$ cat src/rtl/feature_map_collector_if.sv
// Feature-row bus from the conv layer plus the single-word drain stream.
// master = conv layer / downstream consumer side, slave = feature_map_collector.
//
// Handshake: the row side is strobe-only (one valid cycle per row, no ready).
// The stream side is strict valid/ready: a word transfers on a rising edge where
// out_valid && out_ready are both high; out_valid and the word fields stay
// stable until that transfer, and out_valid never depends on out_ready.
interface feature_map_collector_if #(
  parameter int DATA_WIDTH = 32,
  parameter int ROW_WORDS  = 6,
  parameter int IDX_W      = 2,
  parameter int ROW_W      = 3
) ();
  logic                            valid;
  logic [IDX_W-1:0]                feature_idx;
  logic [ROW_W-1:0]                feature_row;
  logic [ROW_WORDS*DATA_WIDTH-1:0] data_in;

  logic                            out_valid;
  logic                            out_ready;
  logic [DATA_WIDTH-1:0]           out_data;
  logic [IDX_W-1:0]                out_feature;
  logic [ROW_W-1:0]                out_row;
  logic [2:0]                      out_col;
  logic                            out_last;

  modport master (
    output valid, feature_idx, feature_row, data_in, out_ready,
    input  out_valid, out_data, out_feature, out_row, out_col, out_last
  );

  modport slave (
    input  valid, feature_idx, feature_row, data_in, out_ready,
    output out_valid, out_data, out_feature, out_row, out_col, out_last
  );
endinterface

$ cat src/rtl/feature_map_collector.sv
// feature_map_collector: captures a full frame of conv feature rows into a
// register buffer, then drains it word by word over a valid/ready stream.
// Optional macro FMC_RELU_EN: zero any negative word (sign bit set) at capture.
module feature_map_collector #(
  parameter int DATA_WIDTH = 32,
  parameter int ROW_WORDS  = 6,
  parameter int ROWS       = 6,
  parameter int FEATURES   = 4,
  parameter int IDX_W      = 2,
  parameter int ROW_W      = 3
) (
  input  logic                  clk,
  input  logic                  rst_n,
  feature_map_collector_if.slave bus,
  output logic                  frame_done,
  output logic                  busy,
  output logic                  overflow,
  output logic                  row_err,
  output logic                  dbg_state
);

  localparam int MASK_W = FEATURES * ROWS;
  localparam int ROW_BITS = ROW_WORDS * DATA_WIDTH;

  typedef enum logic {
    FILL  = 1'b0,
    DRAIN = 1'b1
  } state_t;

  state_t              state;
  logic [MASK_W-1:0]   mask;
  logic [MASK_W-1:0]   mask_hot;
  logic [IDX_W-1:0]    f_ptr;
  logic [ROW_W-1:0]    r_ptr;
  logic [2:0]          c_ptr;
  logic                in_range;
  logic                last_ptr;
  logic [ROW_BITS-1:0] cap_row;
  logic [ROW_BITS-1:0] sel_row;
  logic [DATA_WIDTH-1:0] sel_words [ROW_WORDS];

  // Row storage; contents are don't-care after reset, so no reset term.
  logic [ROW_BITS-1:0] row_buf [FEATURES][ROWS];

  assign in_range = (int'(bus.feature_idx) < FEATURES) && (int'(bus.feature_row) < ROWS);
  assign last_ptr = (int'(f_ptr) == FEATURES - 1) && (int'(r_ptr) == ROWS - 1) &&
                    (int'(c_ptr) == ROW_WORDS - 1);

  // One-hot mask bit for the incoming row (idx*ROWS + row); empty when out of range.
  always_comb begin
    mask_hot = '0;
    for (int i = 0; i < MASK_W; i++) begin
      mask_hot[i] = in_range &&
                    (i == int'(bus.feature_idx) * ROWS + int'(bus.feature_row));
    end
  end

  // Capture path: word 0 sits in the most-significant slice; optional ReLU per word.
  for (genvar g = 0; g < ROW_WORDS; g++) begin : g_word
    logic [DATA_WIDTH-1:0] w_in;
    assign w_in = bus.data_in[(ROW_WORDS-1-g)*DATA_WIDTH +: DATA_WIDTH];
`ifdef FMC_RELU_EN
    assign cap_row[(ROW_WORDS-1-g)*DATA_WIDTH +: DATA_WIDTH] =
      w_in[DATA_WIDTH-1] ? '0 : w_in;
`else
    assign cap_row[(ROW_WORDS-1-g)*DATA_WIDTH +: DATA_WIDTH] = w_in;
`endif
    assign sel_words[g] = sel_row[(ROW_WORDS-1-g)*DATA_WIDTH +: DATA_WIDTH];
  end

  // Buffer write: only in-range rows during FILL; rewrites simply overwrite.
  always_ff @(posedge clk) begin
    if (state == FILL && bus.valid && in_range) begin
      row_buf[bus.feature_idx][bus.feature_row] <= cap_row;
    end
  end

  // Stream side is a pure read of the buffer at the drain pointers.
  assign sel_row         = row_buf[f_ptr][r_ptr];
  assign bus.out_valid   = busy;
  assign bus.out_data    = busy ? sel_words[c_ptr] : '0;
  assign bus.out_feature = f_ptr;
  assign bus.out_row     = r_ptr;
  assign bus.out_col     = c_ptr;
  assign bus.out_last    = busy && last_ptr;
  assign dbg_state       = (state == DRAIN);

  // Control FSM: mask tracking in FILL, pointer walk in DRAIN, sticky error flags.
  always_ff @(posedge clk or negedge rst_n) begin
    if (!rst_n) begin
      state      <= FILL;
      mask       <= '0;
      f_ptr      <= '0;
      r_ptr      <= '0;
      c_ptr      <= '0;
      frame_done <= 1'b0;
      busy       <= 1'b0;
      overflow   <= 1'b0;
      row_err    <= 1'b0;
    end else begin
      frame_done <= 1'b0;
      case (state)
        FILL: begin
          if (bus.valid) begin
            if (!in_range) begin
              row_err <= 1'b1;
            end else begin
              if ((mask & mask_hot) != '0) row_err <= 1'b1;
              mask <= mask | mask_hot;
              // The write of this cycle completes the frame: DRAIN next cycle.
              if ((mask | mask_hot) == '1) begin
                state      <= DRAIN;
                busy       <= 1'b1;
                frame_done <= 1'b1;
              end
            end
          end
        end
        DRAIN: begin
          // No room to buffer rows while draining; flag and drop.
          if (bus.valid) overflow <= 1'b1;
          if (bus.out_ready) begin
            if (last_ptr) begin
              state <= FILL;
              busy  <= 1'b0;
              mask  <= '0;
              f_ptr <= '0;
              r_ptr <= '0;
              c_ptr <= '0;
            end else if (int'(c_ptr) == ROW_WORDS - 1) begin
              c_ptr <= '0;
              if (int'(r_ptr) == ROWS - 1) begin
                r_ptr <= '0;
                f_ptr <= f_ptr + IDX_W'(1);
              end else begin
                r_ptr <= r_ptr + ROW_W'(1);
              end
            end else begin
              c_ptr <= c_ptr + 3'd1;
            end
          end
        end
        default: state <= FILL;
      endcase
    end
  end

endmodule

$ cat src/flat_wrapper.sv
// flat-port wrapper written by rule: the top's interface ports become plain ports
module feature_map_collector_flat 
#(
  parameter int DATA_WIDTH = 32,
  parameter int ROW_WORDS  = 6,
  parameter int ROWS       = 6,
  parameter int FEATURES   = 4,
  parameter int IDX_W      = 2,
  parameter int ROW_W      = 3
)
  (clk, rst_n, frame_done, busy, overflow, row_err, dbg_state, bus_valid, bus_feature_idx, bus_feature_row, bus_data_in, bus_out_ready, bus_out_valid, bus_out_data, bus_out_feature, bus_out_row, bus_out_col, bus_out_last);
  feature_map_collector_if #(.DATA_WIDTH(DATA_WIDTH), .ROW_WORDS(ROW_WORDS), .IDX_W(IDX_W), .ROW_W(ROW_W)) bus_i ();
  input  logic clk;
  input  logic rst_n;
  output logic frame_done;
  output logic busy;
  output logic overflow;
  output logic row_err;
  output logic dbg_state;
  input wire logic [$bits(bus_i.valid)-1:0] bus_valid;
  input wire logic [$bits(bus_i.feature_idx)-1:0] bus_feature_idx;
  input wire logic [$bits(bus_i.feature_row)-1:0] bus_feature_row;
  input wire logic [$bits(bus_i.data_in)-1:0] bus_data_in;
  input wire logic [$bits(bus_i.out_ready)-1:0] bus_out_ready;
  output wire logic [$bits(bus_i.out_valid)-1:0] bus_out_valid;
  output wire logic [$bits(bus_i.out_data)-1:0] bus_out_data;
  output wire logic [$bits(bus_i.out_feature)-1:0] bus_out_feature;
  output wire logic [$bits(bus_i.out_row)-1:0] bus_out_row;
  output wire logic [$bits(bus_i.out_col)-1:0] bus_out_col;
  output wire logic [$bits(bus_i.out_last)-1:0] bus_out_last;
  assign bus_i.valid = bus_valid;
  assign bus_i.feature_idx = bus_feature_idx;
  assign bus_i.feature_row = bus_feature_row;
  assign bus_i.data_in = bus_data_in;
  assign bus_i.out_ready = bus_out_ready;
  assign bus_out_valid = bus_i.out_valid;
  assign bus_out_data = bus_i.out_data;
  assign bus_out_feature = bus_i.out_feature;
  assign bus_out_row = bus_i.out_row;
  assign bus_out_col = bus_i.out_col;
  assign bus_out_last = bus_i.out_last;
  feature_map_collector #(.DATA_WIDTH(DATA_WIDTH), .ROW_WORDS(ROW_WORDS), .ROWS(ROWS), .FEATURES(FEATURES), .IDX_W(IDX_W), .ROW_W(ROW_W)) u_core (.clk(clk), .rst_n(rst_n), .bus(bus_i), .frame_done(frame_done), .busy(busy), .overflow(overflow), .row_err(row_err), .dbg_state(dbg_state));
endmodule
$ cat config.mk
export PLATFORM = sky130hd
export DESIGN_NAME = feature_map_collector_flat
export DESIGN_NICKNAME = d
export VERILOG_FILES = /design/src/rtl/feature_map_collector_if.sv /design/src/rtl/feature_map_collector.sv /design/src/flat_wrapper.sv
export SDC_FILE = /design/constraint.sdc
export NUM_CORES = 2
export LEC_CHECK = 0
export CAP_MARGIN = 20
export CORE_MARGIN = 1.5
export CORE_UTILIZATION = 38
export DETAILED_ROUTE_END_ITERATION = 8
export GPL_ROUTABILITY_DRIVEN = 1
export MAX_ROUTING_LAYER = met4
export PLACE_DENSITY = 0.64
export SLEW_MARGIN = 15
export SYNTH_ARGS = -nofsm -noshare
export SYNTH_HDL_FRONTEND = slang
export SYNTH_MEMORY_MAX_BITS = 65536
export SYNTH_SLANG_ARGS = --single-unit
$ cat constraint.sdc
create_clock -name clk -period 5.4 [get_ports clk]
set_input_delay 1.08 -clock clk [delete_from_list [all_inputs] [get_ports clk]]
set_output_delay 1.08 -clock clk [all_outputs]
set_load 0.01 [all_outputs]
==> run metrics <==
run status=finished with violations; failing checks=design-rule violations, negative setup slack; Clock Pin Slew Worst Setup and Hold Paths=70 ps; Die X=688.8 um; Worst setup SP type=register; routed vias=95.70k; all-layer global routing usage=22.31%; cells after synthesis=8763; fin crit share=100.2%; IO buf count=247; Avg Inst Size Synth=20.40 um2; DRT iter0 DRCs=12.44k; routed vias/inst=5.891; clock tree sinks=4645; layout net count=9830; Post-synth EDFFs=4608; wire length per cell=32.60 um; Placed Area=193300 um2; Worst Slack Setup Final=-11.75 ps; Initial Util=38.19%; worst min path class=reg -> reg; number of global-route vias before repair=94.35k; most used cell, CP=buf_4; Layout area overhead=18.33%; Distinct cells, synth=62; H-tree depth=5; first-pass GRT wire length=731.4 mm; Data arrival, critical path=4330 ps; Max-Cap Viols=0; CP endpoint kind=output pin; RSZ-0062 raised after global routing=true; drc violations=11; I/O pin count=248; top sig layer=met4; post-synthesis sequential area ratio=77.94%; Skew-Pair Late Insertion Delay=1100 ps; Async SR Flop Fraction=0.7966%; die height=688.8 um; row count=251; core area=467900 um2; post-route cell area=211500 um2; Die Footprint=474400 um2; CTS tree=yes; longest individual stage delay on the worst path=630 ps; grt total ovfl=0; share of cells above drive strength 1=20.81%; Antenna Violating Nets Remaining=0; Worst Tran Pin Value=1151 ps; Hold Fails Final Rpt=0; Crit Path Max Fanout=11; Power Dens Cells=343.9 nW/um2; HPWL after DPL=298.2 mm; Total Wirelength=529.5 mm; warning count from the yosys run=0; WP data required=4320 ps; Min Hold Slack=461.9 ps; CP Cell Sequence=buf_4, buf_16, buf_4, buf_4, mux4_2, a22o_1, a21oi_2, a31oi_2, o211ai_1, nand3_1, buf_6, dlygate4sd2_1; Total Neg Setup Slack=-18.96 ps; Root Buffer=clkbuf_16; slowest stage cell, crit path=o211ai_1; Num CTS Buffers=445; met3 routed WL=48.79 mm; initial antenna violation count=109; post-layout min period=5412 ps; WL met1=209.3 mm; largest net degree at the start of global routing=66; # setup viols final=2; Main synth FF type=edfxtp_1; DP Worst Slack=-202.1 ps; Worst VDD drop=294.6 uV; cell leakage power=64.24 nW; syn_nets=8974; metal2 WL=252.8 mm; Synth Cell Area=178700 um2; Clock Path Buffers=4; RD Place Congestion=0.8484; kind of critical path=reg -> out; max-slew violations=0; Crit path max-delay family=buffers and inverters; fmax=184.8 MHz; CP bufs+invs=6; final clock skew=85.15 ps; total power=0.07274 W; synthesized flop and latch total=4645; relative slew slack=23.00%; Pre-antenna DRT Iters=9
## through the flow
step           utilization (%)  instances
2_1_floorplan                -       8763
3_5_place_dp             41.31      15203
4_1_cts                  45.10      16167
5_1_grt                  45.19      16235
3_3_place_gp             41.31      15203
6_report                 45.20      16244
## cell usage in the layout (no fill, tap or decap), types with 58 or more instances in the layout
cell type / synthesis / final
diode_2: 0 / 58
nand2_1: 124 / 122
a22oi_1: 625 / 622
mux2i_1: 1234 / 1233
clkinv_1: 2 / 98
nand3_1: 350 / 321
buf_4: 18 / 341
mux4_2: 580 / 580
a22o_1: 60 / 60
a21oi_1: 65 / 59
clkbuf_1: 211 / 103
edfxtp_1: 4608 / 4608
clkinv_2: 0 / 72
clkbuf_16: 0 / 458
clkdlybuf4s50_1: 0 / 215
nand4_1: 79 / 79
buf_12: 0 / 217
## metal layers
metal,GRT usage [%],vias to the layer above
li1,-,38443
met1,29.44,51024
met2,35.23,5339
met3,4.018,891
met4,7.217,0
met5,-,-
## sequential cells by signal, summed over array words and instances, names as in the netlist
signal	cells
u_core.dbg_state	1
u_core.row_err	1
u_core.mask	24
u_core.bus.out_row	3
u_core.row_buf	4608
u_core.bus.out_col	3
u_core.bus.out_valid	1
u_core.frame_done	1
u_core.bus.out_feature	2
u_core.overflow	1
## worst reg2reg max path: cells and delay by family (launching register included)
kind                   cells  cell delay (ps)
and+or+nand+nor            3             1600
buffers and inverters      4             1080
DFF                        1              490
AOI/OAI and AO/OA          1              180
## cell families after synthesis
family,after synthesis,synth area share [%]
AND/OR/NAND/NOR,717,2.011
XOR/XNOR,3,0.01470
flip-flops,4645,77.94
AO/OA/AOI/OAI,996,4.098
buffers and inverters,531,1.343
multiplexers,1861,14.52
adder cells (fa/ha/maj),10,0.07421
## layout make-up
class,count,area [um2]
antenna,58,145.1
clock buffer,558,11770
clock inverter,258,2606
fill,38645,256500
inverter,15,56.30
multi-input combinational,3588,37920
sequential,4645,139300
tap,6198,7755
timing repair buffer,924,11910
## where the power goes
| group | internal [W] | leakage (nW) | switching [W] |
|---|---|---|---|
| sequential | 0.0402 | 42.0 | 0.000193 |
| clock | 0.0175 | 6.97 | 0.0134 |
| combinational | 0.000411 | 15.3 | 0.000999 |
| total | 0.0581 | 64.2 | 0.0146 |
## cells in the mapped netlist, drive strengths merged, types with 48 or more instances
library cell,number,area share (%)
a21oi,65,0.18
a22o,60,0.29
a22oi,625,2.6
buf,305,0.87
clkbuf,211,0.44
edfxtp,4608,77
mux2i,1234,6.9
mux4,580,7.3
nand2,124,0.26
nand3,350,0.98
nand4,79,0.28
nor2,48,0.10
o211ai,48,0.20
o21ai,50,0.14
## final timing paths
kind | startpoint | to | slack [ps] | cells after the start
min | u_core.overflow | u_core.overflow | 460 | 1
min in group asynchronous | rst_n | u_core.overflow | 490 | 2
max reg2reg | u_core.bus.out_row[0] | u_core.mask[11] | 1900 | 8
max in group asynchronous | rst_n | u_core.bus.out_feature[1] | 4360 | 3
max | u_core.bus.out_feature[1] | bus_out_data[3] | -10 | 12
min reg2reg | u_core.overflow | u_core.overflow | 460 | 1
## timing repair
item                                    CTS  global route
cloned                                   33             3
resized for setup                       268            26
pin swaps                                48            12
hold buffers                              0             1
endpoints found under the setup margin   32            17
setup buffers                           116            16
hold endpoints to repair                  0            11
(Power assumes the default switching activity.)
